===== config.mk =====
export PLATFORM = sky130hd
export DESIGN_NAME = tiny_evg_tx
export DESIGN_NICKNAME = d
export VERILOG_FILES = /design/src/rtl/evg_evr_pkg.sv /design/src/rtl/tod_transmitter.sv /design/src/rtl/tiny_evg_tx.sv
export SDC_FILE = /design/constraint.sdc
export NUM_CORES = 1
export LEC_CHECK = 0
export ABC_CLOCK_PERIOD_IN_PS = 4100
export BUFFER_PORTS_ARGS = -buffer_cell sky130_fd_sc_hd__buf_2
export CORE_ASPECT_RATIO = 0.5
export CORE_MARGIN = 5
export CORE_UTILIZATION = 56
export DETAILED_ROUTE_END_ITERATION = 7
export MAX_ROUTING_LAYER = met4
export PLACE_DENSITY = 0.8
export SKIP_CTS_REPAIR_TIMING = 1
export SYNTH_ARGS = -nofsm -noshare
export SYNTH_HDL_FRONTEND = slang
export SYNTH_SLANG_ARGS = --single-unit

===== constraint.sdc =====
create_clock -name evgTxClk -period 4.1 [get_ports evgTxClk]
set_clock_uncertainty 0.15 [all_clocks]
set_input_delay 0.615 -clock evgTxClk [delete_from_list [all_inputs] [get_ports evgTxClk]]
set_output_delay 0.615 -clock evgTxClk [all_outputs]
set_load 0.02 [all_outputs]

===== src/rtl/evg_evr_pkg.sv =====
// Shared event-link definitions for the event generator (tx) and receiver (rx) sides.
package evg_evr_pkg;

  localparam logic [7:0] CODE_NULL     = 8'h00;
  localparam logic [7:0] CODE_TOD_ZERO = 8'h70;
  localparam logic [7:0] CODE_TOD_ONE  = 8'h71;
  localparam logic [7:0] CODE_SECONDS  = 8'h7D;
  localparam logic [7:0] K28_5         = 8'hBC;

  typedef enum logic [1:0] {
    TOD_IDLE = 2'd0,
    TOD_GAP  = 2'd1,
    TOD_BIT  = 2'd2
  } tod_state_t;

  // Codes the link reserves for itself; users may not inject them.
  function automatic logic is_reserved_code(input logic [7:0] code);
    return (code == CODE_NULL) || (code == CODE_TOD_ZERO) ||
           (code == CODE_TOD_ONE) || (code == CODE_SECONDS);
  endfunction

endpackage


===== src/rtl/tod_transmitter.sv =====
// Serialises the next-second value MSB first, one bit per free slot, spaced by a gap counter.
module tod_transmitter
  import evg_evr_pkg::*;
#(
  parameter int unsigned TOD_BIT_SPACING = 16,
  parameter int unsigned SECONDS_WIDTH   = 32
) (
  input  logic                     clk,
  input  logic                     rst,
  input  logic                     restart,
  input  logic [SECONDS_WIDTH-1:0] restart_value,
  input  logic                     bit_taken,
  output logic                     bit_pending,
  output logic                     bit_value,
  output logic                     active
);

  localparam int unsigned CNT_W = $clog2(SECONDS_WIDTH + 1);
  localparam logic [7:0] GAP_LAST = 8'(TOD_BIT_SPACING - 2);
  localparam logic [CNT_W-1:0] BITS_ALL = CNT_W'(SECONDS_WIDTH);

  tod_state_t               state;
  logic [SECONDS_WIDTH-1:0] shift_reg;
  logic [7:0]               gap_cnt;
  logic [CNT_W-1:0]         bits_left;

  always_ff @(posedge clk or posedge rst) begin
    if (rst) begin
      state     <= TOD_IDLE;
      shift_reg <= '0;
      gap_cnt   <= '0;
      bits_left <= '0;
    end else if (restart) begin
      state     <= TOD_GAP;
      shift_reg <= restart_value;
      gap_cnt   <= '0;
      bits_left <= BITS_ALL;
    end else begin
      case (state)
        TOD_GAP: begin
          if (gap_cnt == GAP_LAST) state <= TOD_BIT;
          else gap_cnt <= gap_cnt + 8'd1;
        end
        TOD_BIT: begin
          if (bit_taken) begin
            shift_reg <= {shift_reg[SECONDS_WIDTH-2:0], 1'b0};
            bits_left <= bits_left - CNT_W'(1);
            gap_cnt   <= '0;
            state     <= (bits_left == CNT_W'(1)) ? TOD_IDLE : TOD_GAP;
          end
        end
        default: state <= TOD_IDLE;
      endcase
    end
  end

  assign bit_pending = (state == TOD_BIT);
  assign bit_value   = shift_reg[SECONDS_WIDTH-1];
  assign active      = (state != TOD_IDLE);

endmodule


===== src/rtl/tiny_evg_tx.sv =====
// Event generator transmit slot arbiter: seconds marker > user event > TOD bit > K28.5 idle.
module tiny_evg_tx
  import evg_evr_pkg::*;
#(
  parameter int unsigned TOD_BIT_SPACING      = 16,
  parameter int unsigned SECONDS_WIDTH        = 32,
  parameter int unsigned STATUS_COUNTER_WIDTH = 10
) (
  input  logic                            evgTxClk,
  input  logic                            rst,
  input  logic                            ppsIn,
  input  logic                            secondsLoad,
  input  logic [SECONDS_WIDTH-1:0]        secondsValue,
  input  logic                            evValid,
  input  logic [7:0]                      evCode,
  output logic                            evReady,
  input  logic [7:0]                      distributedDataBus,
  output logic [15:0]                     evgTxWord,
  output logic [1:0]                      evgTxCharIsK,
  output logic [SECONDS_WIDTH-1:0]        seconds,
  output logic                            todShiftActive,
  output logic [STATUS_COUNTER_WIDTH-1:0] tooFewBitsCounter,
  output logic [STATUS_COUNTER_WIDTH-1:0] rejectedCodeCounter
);

  logic                     bit_pending;
  logic                     bit_value;
  logic                     bit_taken;
  logic                     tod_active;
  logic                     restart;
  logic [SECONDS_WIDTH-1:0] restart_value;
  logic                     user_send;
  logic                     user_drop;
  logic [7:0]               slot_code;
  logic                     slot_k;

  assign evReady = !ppsIn && !rst;

  always_comb begin
    user_send     = evValid && evReady && !is_reserved_code(evCode);
    user_drop     = evValid && evReady && is_reserved_code(evCode);
    bit_taken     = bit_pending && !ppsIn && !user_send;
    slot_code     = K28_5;
    slot_k        = 1'b1;
    if (ppsIn) begin
      slot_code = CODE_SECONDS;
      slot_k    = 1'b0;
    end else if (user_send) begin
      slot_code = evCode;
      slot_k    = 1'b0;
    end else if (bit_pending) begin
      slot_code = bit_value ? CODE_TOD_ONE : CODE_TOD_ZERO;
      slot_k    = 1'b0;
    end
    // The shifted value always announces the second that the next marker opens.
    restart       = ppsIn || secondsLoad;
    restart_value = secondsLoad ? (secondsValue + SECONDS_WIDTH'(1))
                                : (seconds + SECONDS_WIDTH'(2));
  end

  tod_transmitter #(
    .TOD_BIT_SPACING(TOD_BIT_SPACING),
    .SECONDS_WIDTH  (SECONDS_WIDTH)
  ) u_tod (
    .clk          (evgTxClk),
    .rst          (rst),
    .restart      (restart),
    .restart_value(restart_value),
    .bit_taken    (bit_taken),
    .bit_pending  (bit_pending),
    .bit_value    (bit_value),
    .active       (tod_active)
  );

  assign todShiftActive = tod_active;

  always_ff @(posedge evgTxClk or posedge rst) begin
    if (rst) begin
      evgTxWord           <= {8'h00, K28_5};
      evgTxCharIsK        <= 2'b01;
      seconds             <= '0;
      tooFewBitsCounter   <= '0;
      rejectedCodeCounter <= '0;
    end else begin
      evgTxWord    <= {distributedDataBus, slot_code};
      evgTxCharIsK <= {1'b0, slot_k};
      if (secondsLoad) seconds <= secondsValue;
      else if (ppsIn) seconds <= seconds + SECONDS_WIDTH'(1);
      if (ppsIn && tod_active && (tooFewBitsCounter != '1))
        tooFewBitsCounter <= tooFewBitsCounter + STATUS_COUNTER_WIDTH'(1);
      if (user_drop && (rejectedCodeCounter != '1))
        rejectedCodeCounter <= rejectedCodeCounter + STATUS_COUNTER_WIDTH'(1);
    end
  end

endmodule


==> run summary, run 1 <==
- **run status** finished, final reports clean
- **Worst Tran Pin Value** 970 ps
- **WL/cell** 18.6 um
- **utilization after layout** 68.5%
- **final count of hold timing violations** 0
- **biggest area consumer among synthesized cells** dfrtp_1
- **nets in the synthesized netlist** 818
- **overall die width** 166 um
- **CTS H-tree depth** 4
- **global-route congestion overflow total** 0
- **sum of routed wire length over all layers** 19500 um
- **Slew headroom** 35.3%
- **Die H** 88.0 um
- **multiplexer share of the synthesized area** 1.05%
- **antenna violations before repair** 0
- **GP Congestion** 0.952
- **standby leakage power** 0.00358 uW
- **average instance area after synthesis** 9.01 sq um
- **net count of the finished layout** 930
- **vias in the first global route** 5891
- **max frequency** 0.361 GHz
- **Clk Tree Root Cell** clkbuf_16
- **crit path launch type** flip-flop
- **std cell rows** 28
- **period utilisation layout** 67.6%
- **combinational family with the most area after synthesis** simple AND/OR/NAND/NOR gates
- **area of the die** 14600 sq um
- **effective utilization at floorplan** 57.5%
- **Setup Viol. Count Final** 0
- **endpoint type of the worst setup path** flip-flop
- **Crit Path Class** flip-flop to flip-flop
- **min Tclk post-route** 2770 ps
- **dominant synthesized flop cell** dfrtp_1
- **number of cells on the worst reg-to-reg path** 6
- **post-synthesis sequential area ratio** 43.1%
- **area share of the largest cell type after synthesis** 40.8%
- **XOR/XNOR share of the synthesized area** 13.6%
- **pin count of the biggest net entering global routing** 79
- **post-synthesis cell area** 6810 sq um
- **required time reported for the critical path endpoint** 4270 ps
- **via count** 6344
- **flip-flop and latch count after synthesis** 117
- **Synth area leaders** dfrtp_1, xnor2_1, xor2_1, nand2_1, o21ai_0
- **number of top-level pins** 125
- **Worst Hold Slack** 148 ps
- **number of flops mapped to enable cells by yosys** 0
- **power density over the cells** 415 nW/um^2
- **Slew Viols, Final** 0
- **Num CTS Buffers** 17
- **DRC violations left** 0
- **Port Buffer Count** 123
- **number of buffers on the longest clock path** 2
- **area overhead of the layout relative to synthesis** 19.2%
- **Adder-Cell Fraction of Synth Area** 1.65%
- **number of sinks handled by clock tree synthesis** 117
- **class of the tightest hold or removal check** input pin to flip-flop
- **GRT Util Overall** 27.8%
- **final sum of negative setup slack** 0 ps
- **cell count of the worst hold path** 1
- **setup repair after global routing missed its margin** false
- **latest clock arrival within the worst-skew pair** 420 ps
- **Yosys cell types** 63
- **ratio of cells with drive above 1 in the final layout** 21.2%
- **max-cap violations** 0
- **simple-gate share of the synthesized area** 25.0%
- **via-per-instance ratio** 6.07
- **count of fill cells added during filler insertion** 969
- **Max rail drop VDD** 0.246 mV
- **proportion of synthesized flip-flops having asynchronous set or reset** 100%
- **core region area** 11800 sq um
- **yosys synthesis warning count** 0
- **clock-pin slew on the worst setup and hold paths** 60 ps
- **CTS tree** yes
- **critical path peak fanout** 10
- **wire length of the first global-routing pass** 31200 um
- **number of nets still failing antenna checks after routing** 0
- **Starting DRT DRC Count** 661
- **first-pass iteration count of the detailed router** 5
- **gate count of the mapped netlist** 756
- **detailed-placement wirelength estimate** 13900 um
- **post-synthesis compound-gate area fraction** 12.9%
- **data arrival time of the critical path** 2940 ps
- **number of antenna diodes** 0
through the flow:
stage	setup WS [ps]	std cells	power (uW)	area (sq um)
2_1_floorplan	244	756	1740	6810
3_3_place_gp	1180	1014	1940	7550
3_5_place_dp	1140	1014	1960	7550
4_1_cts	1430	1046	3370	8120
5_1_grt	994	1046	3500	8120
6_report	1330	1046	3370	8120
power by group:
group | switching, uW | internal [uW] | total, uW | leakage [uW]
sequential | 133 | 1270 | 1400 | 0.00144
combinational | 345 | 205 | 550 | 0.00187
clock | 624 | 799 | 1420 | 0.000269
cells in the mapped netlist (2+ instances only):
cell,count
dfrtp_1,111
nand2_1,101
nor2_1,64
o21ai_0,59
xnor2_1,53
xor2_1,53
nand3_1,47
a21oi_1,26
clkbuf_1,25
and3_1,23
nand4_1,22
nor3_1,18
a211oi_1,10
ha_1,9
nand2b_1,8
inv_1,7
nor4_1,7
a31oi_1,6
and4_1,6
buf_2,6
dfstp_2,6
mux2i_1,6
a22oi_1,5
and2_1,5
or3_1,5
a211o_1,4
a221o_1,4
a221oi_1,4
buf_1,4
nor2b_1,4
or2_2,4
nor4_4,3
o211ai_1,3
o22a_1,3
a32o_1,2
nand4_4,2
nor3b_1,2
nor4_2,2
o221ai_1,2
o32ai_1,2
cells in the final DEF, fill, tap and decap left out, types with 7 or more instances in the layout:
| master | synthesis | routed |
|---|---|---|
| xnor2_1 | 53 | 53 |
| xor2_1 | 53 | 53 |
| a21oi_1 | 26 | 26 |
| nand4_1 | 22 | 22 |
| nor4_1 | 7 | 7 |
| nor3_1 | 18 | 18 |
| o21ai_0 | 59 | 58 |
| a211oi_1 | 10 | 10 |
| nand3_1 | 47 | 47 |
| nor2_1 | 64 | 64 |
| ha_1 | 9 | 9 |
| dfrtp_1 | 111 | 111 |
| nand2b_1 | 8 | 8 |
| clkbuf_16 | 0 | 17 |
| and3_1 | 23 | 23 |
| nand2_1 | 101 | 101 |
| buf_2 | 6 | 123 |
per-layer routing:
| metal | GRT usage (%) | vias to the layer above | part of all wire (%) |
|---|---|---|---|
| met3 | 7.17 | 35 | 10 |
| met4 | 9.13 | 0 | 1.8 |
| met1 | 38.7 | 3076 | 45 |
| met2 | 39.8 | 326 | 43 |
| met5 | - | - | 0 |
| li1 | - | 2907 | - |
path summary, 6_finish.rpt:
check | from | to | slack [ps]
max in group asynchronous | rst | seconds[19]$_DFFE_PP0N_ | 2790
worst max register to register | seconds[4]$_DFFE_PP0N_ | u_tod.shift_reg[26]$_DFFE_PP0P_ | 1330
worst max-delay path | seconds[4]$_DFFE_PP0N_ | u_tod.shift_reg[26]$_DFFE_PP0P_ | 1330
worst min register to register | rejectedCodeCounter[5]$_DFFE_PP0P_ | rejectedCodeCounter[5]$_DFFE_PP0P_ | 340
worst min-delay path | distributedDataBus[3] | evgTxWord[11]$_DFF_PP0_ | 150
min in group asynchronous | rst | rejectedCodeCounter[0]$_DFFE_PP0P_ | 240
area by class of cell:
cell class	instances	area (sq um)	area share, %
clock inverter	15	138	1.70
multi-input combinational	594	3700	45.6
tap	165	206	2.54
sequential	117	2940	36.2
timing repair buffer	130	681	8.39
inverter	8	32.5	0.401
clock buffer	17	425	5.24
kinds of logic after synthesis:
family,count (synthesis)
fa+ha+maj,9
xor+xnor,106
compound gates,140
simple gates,331
mux,7
flops,117
buf+inv,45
other cells,1
worst max-delay path, stage by stage, from the launching register on:
cell	delay (ps)
dfrtp_1	540
nand4_4	270
nor4_1	800
nand3_1	230
xnor2_1	380
o32ai_1	130
a211oi_1	180
Note: power is estimated with default switching activity, not from simulation.
==> inputs of run 2 (changes only) <==
--- a/config.mk
+++ b/config.mk
@@ -5,7 +5,7 @@
 export SDC_FILE = /design/constraint.sdc
 export NUM_CORES = 1
 export LEC_CHECK = 0
-export ABC_CLOCK_PERIOD_IN_PS = 4100
+export ABC_CLOCK_PERIOD_IN_PS = 2660
 export BUFFER_PORTS_ARGS = -buffer_cell sky130_fd_sc_hd__buf_2
 export CORE_ASPECT_RATIO = 0.5
 export CORE_MARGIN = 5
==> constraint.sdc (replaced) <==
create_clock -name evgTxClk -period 2.66 [get_ports evgTxClk]
set_clock_uncertainty 0.15 [all_clocks]
set_input_delay 0.399 -clock evgTxClk [delete_from_list [all_inputs] [get_ports evgTxClk]]
set_output_delay 0.399 -clock evgTxClk [all_outputs]
set_load 0.02 [all_outputs]
==> run 2 against run 1 <==
Effect of this change: register-to-register slack lost 1300 ps; highest routed layer unchanged; largest power group unchanged; count of clock-buffer cells in the layout unchanged; critical endpoint is now u_tod.shift_reg[30]$_DFFE_PP0P_; combinational power is 64% higher; power grew 59%.
==> run summary, run 2 (synthesized netlist as in run 1, its figures left out) <==
- **run status** finished, final reports clean
- **Num CTS Buffers** 17
- **GRT Util Overall** 29.4%
- **ratio of cells with drive above 1 in the final layout** 23.2%
- **Starting DRT DRC Count** 706
- **via-per-instance ratio** 6.12
- **via count** 6614
- **setup repair after global routing missed its margin** false
- **CTS tree** yes
- **Crit Path Class** flip-flop to flip-flop
- **global-route congestion overflow total** 0
- **number of top-level pins** 125
- **Slew headroom** 38.8%
- **standby leakage power** 0.00376 uW
- **first-pass iteration count of the detailed router** 6
- **crit path launch type** flip-flop
- **number of buffers on the longest clock path** 2
- **Slew Viols, Final** 0
- **number of sinks handled by clock tree synthesis** 117
- **power density over the cells** 636 nW/um^2
- **vias in the first global route** 6354
- **class of the tightest hold or removal check** input pin to flip-flop
- **total placed instance area** 7750 sq um
- **std cell rows** 28
- **Worst Hold Slack** 61.6 ps
- **switching share of power** 31.1%
- **standard cell with the maximum stage delay on the critical path** nor4_1
- **critical path's largest stage delay** 700 ps
- **min Tclk post-route** 2590 ps
- **critical path cell sequence** nand2_1, buf_4, nor4_1, nand4_1, xor2_1, o21ai_0, o22a_1
- **required time reported for the critical path endpoint** 2820 ps
- **Die H** 88.0 um
- **effective utilization at floorplan** 57.5%
- **Worst Tran Pin Value** 915 ps
- **data arrival time of the critical path** 2750 ps
- **net count of the finished layout** 964
- **count of fill cells added during filler insertion** 905
- **detailed-placement wirelength estimate** 14500 um
- **final count of hold timing violations** 0
- **GP Congestion** 0.955
- **utilization after layout** 71.2%
- **antenna violations before repair** 0
- **internal power** 3700 uW
- **clock-pin slew on the worst setup and hold paths** 60 ps
- **Max rail drop VDD** 0.395 mV
- **latest clock arrival within the worst-skew pair** 420 ps
- **Setup Viol. Count Final** 0
- **crit path buf inv count** 1
- **clock network power share** 43.2%
- **area of the die** 14600 sq um
- **total placed cells including tap cells** 1039
- **highest-count cells in the layout ignoring fill and taps** buf_2, dfrtp_1, nand2_1
- **period utilisation layout** 97.3%
- **sum of routed wire length over all layers** 20400 um
- **WL/cell** 18.9 um
- **pin count of the biggest net entering global routing** 69
- **logic gate share of total power** 16.8%
- **kind of cell adding the most delay to the critical path** simple AND/OR/NAND/NOR gates
- **finished layout cell area** 8440 sq um
- **wire length of the first global-routing pass** 33000 um
- **max frequency** 0.386 GHz
- **commonest non-fill, non-tap cell in the layout** buf_2
- **area overhead of the layout relative to synthesis** 23.9%
- **number of antenna diodes** 0
- **switching power total** 1670 uW
- **non-filler cells, final** 1080
- **CTS H-tree depth** 4
- **register share of total power** 40.0%
- **overall die width** 166 um
- **core region area** 11800 sq um
- **Clk Tree Root Cell** clkbuf_16
- **DRC violations left** 0
- **endpoint type of the worst setup path** flip-flop
- **Port Buffer Count** 123
- **critical path peak fanout** 7
- **number of nets still failing antenna checks after routing** 0
- **max-cap violations** 0
- **final sum of negative setup slack** 0 ps
-- run 2: cell count changes in the layout (fill, tap and decap cells not counted), moves of 2 or more --
| cell | delta |
|---|---|
| clkinv_4 | -2 |
| buf_4 | +24 |
| dlygate4sd3_1 | +9 |
| inv_8 | -4 |
| bufinv_16 | +2 |
| inv_6 | +3 |
-- run 2: through the flow --
stage	worst slack (ps)	power (uW)
after floorplan	390	2680
after global placement	321	3020
after detailed placement	251	3050
after CTS	229	5360
after global routing	76.0	5580
final	72.6	5360
-- run 2: layout make-up --
class / instances / area [sq um] / share of cell area, %
multi-input combinational: 594 / 3700 / 43.8
clock inverter: 15 / 166 / 1.97
inverter: 8 / 33.8 / 0.400
timing repair buffer: 164 / 971 / 11.5
clock buffer: 17 / 425 / 5.04
tap: 165 / 206 / 2.45
sequential: 117 / 2940 / 34.8
-- run 2: layer usage --
| layer | vias up | share of wire (%) | track usage, % | wire [um] |
|---|---|---|---|---|
| met1 | 3161 | 41 | 38.4 | 8400 |
| met4 | 0 | 2.6 | 9.21 | 524 |
| met5 | - | 0 | - | 0 |
| met2 | 418 | 44 | 44.1 | 9000 |
| met3 | 58 | 12 | 9.33 | 2450 |
| li1 | 2977 | - | - | - |
-- run 2: power groups by stage --
stage / Sequential (uW) / Clock, uW / Combinational [uW]
4_1_cts: 2140 / 2330 / 883
6_report: 2150 / 2320 / 901
3_3_place_gp: 2160 / 0 / 855
2_1_floorplan: 2250 / 0 / 425
5_1_grt: 2170 / 2430 / 981
3_5_place_dp: 2170 / 0 / 878
-- run 2: worst paths after layout --
check | to | cells past startpoint | from | slack (ps)
max | u_tod.shift_reg[30]$_DFFE_PP0P_ | 7 | seconds[9]$_DFFE_PP0N_ | 70
max in group asynchronous | evgTxWord[7]$_DFF_PP1_ | 4 | rst | 1140
max reg2reg | u_tod.shift_reg[30]$_DFFE_PP0P_ | 7 | seconds[9]$_DFFE_PP0N_ | 70
min | evgTxWord[1]$_DFF_PP0_ | 2 | evCode[1] | 60
min in group asynchronous | tooFewBitsCounter[7]$_DFFE_PP0P_ | 3 | rst | 440
min reg2reg | tooFewBitsCounter[6]$_DFFE_PP0P_ | 1 | tooFewBitsCounter[6]$_DFFE_PP0P_ | 340
==> inputs of run 3 (changes only) <==
--- a/config.mk
+++ b/config.mk
@@ -8,7 +8,7 @@
 export ABC_CLOCK_PERIOD_IN_PS = 2660
 export BUFFER_PORTS_ARGS = -buffer_cell sky130_fd_sc_hd__buf_2
 export CORE_ASPECT_RATIO = 0.5
-export CORE_MARGIN = 5
+export CORE_MARGIN = 2
 export CORE_UTILIZATION = 56
 export DETAILED_ROUTE_END_ITERATION = 7
 export MAX_ROUTING_LAYER = met4
==> run 3 against run 2 <==
Effect of this change: wire length is 2.7% lower; global-route usage up 2.0 points; core utilization up 0.15 points; power increased by 1.4%; clock power rose by 3%; final area up 0.21%; count of clock-buffer cells in the layout unchanged; sequential share of layout area down 0.072 points; worst hold slack gained 14 ps; non-clock buffer count unchanged; critical path depth rose by 1; critical path type is now input pin to flip-flop; critical endpoint is now u_tod.shift_reg[11]$_DFFE_PP0P_.
==> run summary, run 3 (synthesized netlist as in run 1, its figures left out) <==
- **final count of hold timing violations** 0
- **required time reported for the critical path endpoint** 2840 ps
- **critical path peak fanout** 10
- **min Tclk post-route** 2460 ps
- **Max rail drop VDD** 0.381 mV
- **number of buffers on the longest clock path** 2
- **commonest non-fill, non-tap cell in the layout** buf_2
- **number of nets still failing antenna checks after routing** 0
- **Clk Tree Root Cell** clkbuf_16
- **number of antenna diodes** 0
- **Port Buffer Count** 123
- **CTS H-tree depth** 4
- **number of sinks handled by clock tree synthesis** 117
- **run status** finished, final reports clean
- **standby leakage power** 0.00377 uW
- **ratio of cells with drive above 1 in the final layout** 23.2%
- **M1 wire length** 8580 um
- **number of cells on the worst reg-to-reg path** 7
- **post-layout worst setup margin** 202 ps
- **topmost layer with routed signal wires** met4
- **pin count of the biggest net entering global routing** 105
- **Starting DRT DRC Count** 790
- **core region area** 11800 sq um
- **GRT Util Overall** 31.4%
- **Num CTS Buffers** 17
- **Post-Place Setup Slack** 231 ps
- **Slew Viols, Final** 0
- **max-cap violations** 0
- **period utilisation layout** 92.4%
- **GP Congestion** 0.984
- **CTS tree** yes
- **via-per-instance ratio** 6.05
- **finished layout cell area** 8450 sq um
- **Met3 Wirelength** 2230 um
- **Slew headroom** 37.4%
- **area overhead of the layout relative to synthesis** 24.1%
- **net count of the finished layout** 964
- **number of top-level pins** 125
- **highest-count cells in the layout ignoring fill and taps** buf_2, dfrtp_1, nand2_1
- **latest clock arrival within the worst-skew pair** 420 ps
- **area taken by multi-input logic gates** 3700 sq um
- **max frequency** 0.407 GHz
- **clock-pin slew on the worst setup and hold paths** 60 ps
- **class of the tightest hold or removal check** input pin to flip-flop
- **global-route congestion overflow total** 0
- **Reg area** 2940 sq um
- **Worst Tran Pin Value** 935 ps
- **wire length of the first global-routing pass** 31000 um
- **vias in the first global route** 5879
- **total placed instance area** 7750 sq um
- **area of the die** 13100 sq um
- **sum of routed wire length over all layers** 19800 um
- **data arrival time of the critical path** 2640 ps
- **final sum of negative setup slack** 0 ps
- **setup repair after global routing missed its margin** false
- **Die H** 82.0 um
- **Crit Path Class** input pin to flip-flop
- **Setup Viol. Count Final** 0
- **std cell rows** 28
- **effective utilization at floorplan** 57.5%
- **endpoint type of the worst setup path** flip-flop
- **antenna violations before repair** 0
- **first-pass iteration count of the detailed router** 5
- **total placed cells including tap cells** 1039
- **via count** 6539
- **detailed-placement wirelength estimate** 13700 um
- **DRC violations left** 0
- **cell count of the worst hold path** 2
- **count of fill cells added during filler insertion** 891
- **routed wire length on met2** 8720 um
- **crit path launch type** input pin
- **WL/cell** 18.4 um
- **non-filler cells, final** 1080
- **power density over the cells** 643 nW/um^2
- **overall die width** 160 um
==> run 3: cell type report <==
cell class | instances | area share, %
Timing Repair Buffer | 164 | 11.5
Inverter | 8 | 0.400
Tap cell | 165 | 2.44
Multi-Input combinational cell | 594 | 43.7
Sequential cell | 117 | 34.7
Clock buffer | 17 | 5.03
Clock inverter | 15 | 2.18
==> run 3: report_power, final <==
group	switching, uW	leakage, uW	internal [uW]
sequential	199	0.00144	1950
clock	972	0.000295	1430
combinational	549	0.00203	342
total	1720	0.00377	3720
==> run 3: routing by layer <==
layer | vias up | track usage (%)
li1 | 2974 | -
met1 | 3148 | 43.8
met2 | 379 | 46.1
met3 | 38 | 7.32
met4 | 0 | 8.56
met5 | - | -
==> run 3: path summary, 6_finish.rpt <==
check,from,to,slack (ps)
setup / recovery,rst,u_tod.shift_reg[11]$_DFFE_PP0P_,200
hold / removal,evCode[6],evgTxWord[6]$_DFF_PP0_,80
setup reg to reg,seconds[5]$_DFFE_PP0N_,u_tod.shift_reg[27]$_DFFE_PP0P_,260
hold reg to reg,rejectedCodeCounter[5]$_DFFE_PP0P_,rejectedCodeCounter[5]$_DFFE_PP0P_,330
max in group asynchronous,rst,seconds[6]$_DFFE_PP0N_,1110
min in group asynchronous,rst,tooFewBitsCounter[3]$_DFFE_PP0P_,370
==> run 3: stage by stage <==
stage | util, % | hold WS [ps] | power, uW
floorplan | - | 280 | 2680
global placement | 65.5 | 264 | 3010
detailed placement | 65.5 | 263 | 3030
CTS | 70.6 | -177 | 5420
global route | 71.4 | 83.5 | 5640
finish | 71.4 | 75.9 | 5440
==> run 3: worst max-delay path: stages <==
cell	delay (ps)
dlygate4sd3_1	530
buf_2	150
nor3b_1	200
buf_4	180
a21oi_1	110
nor2_1	740
a221oi_1	210
o21ai_0	120
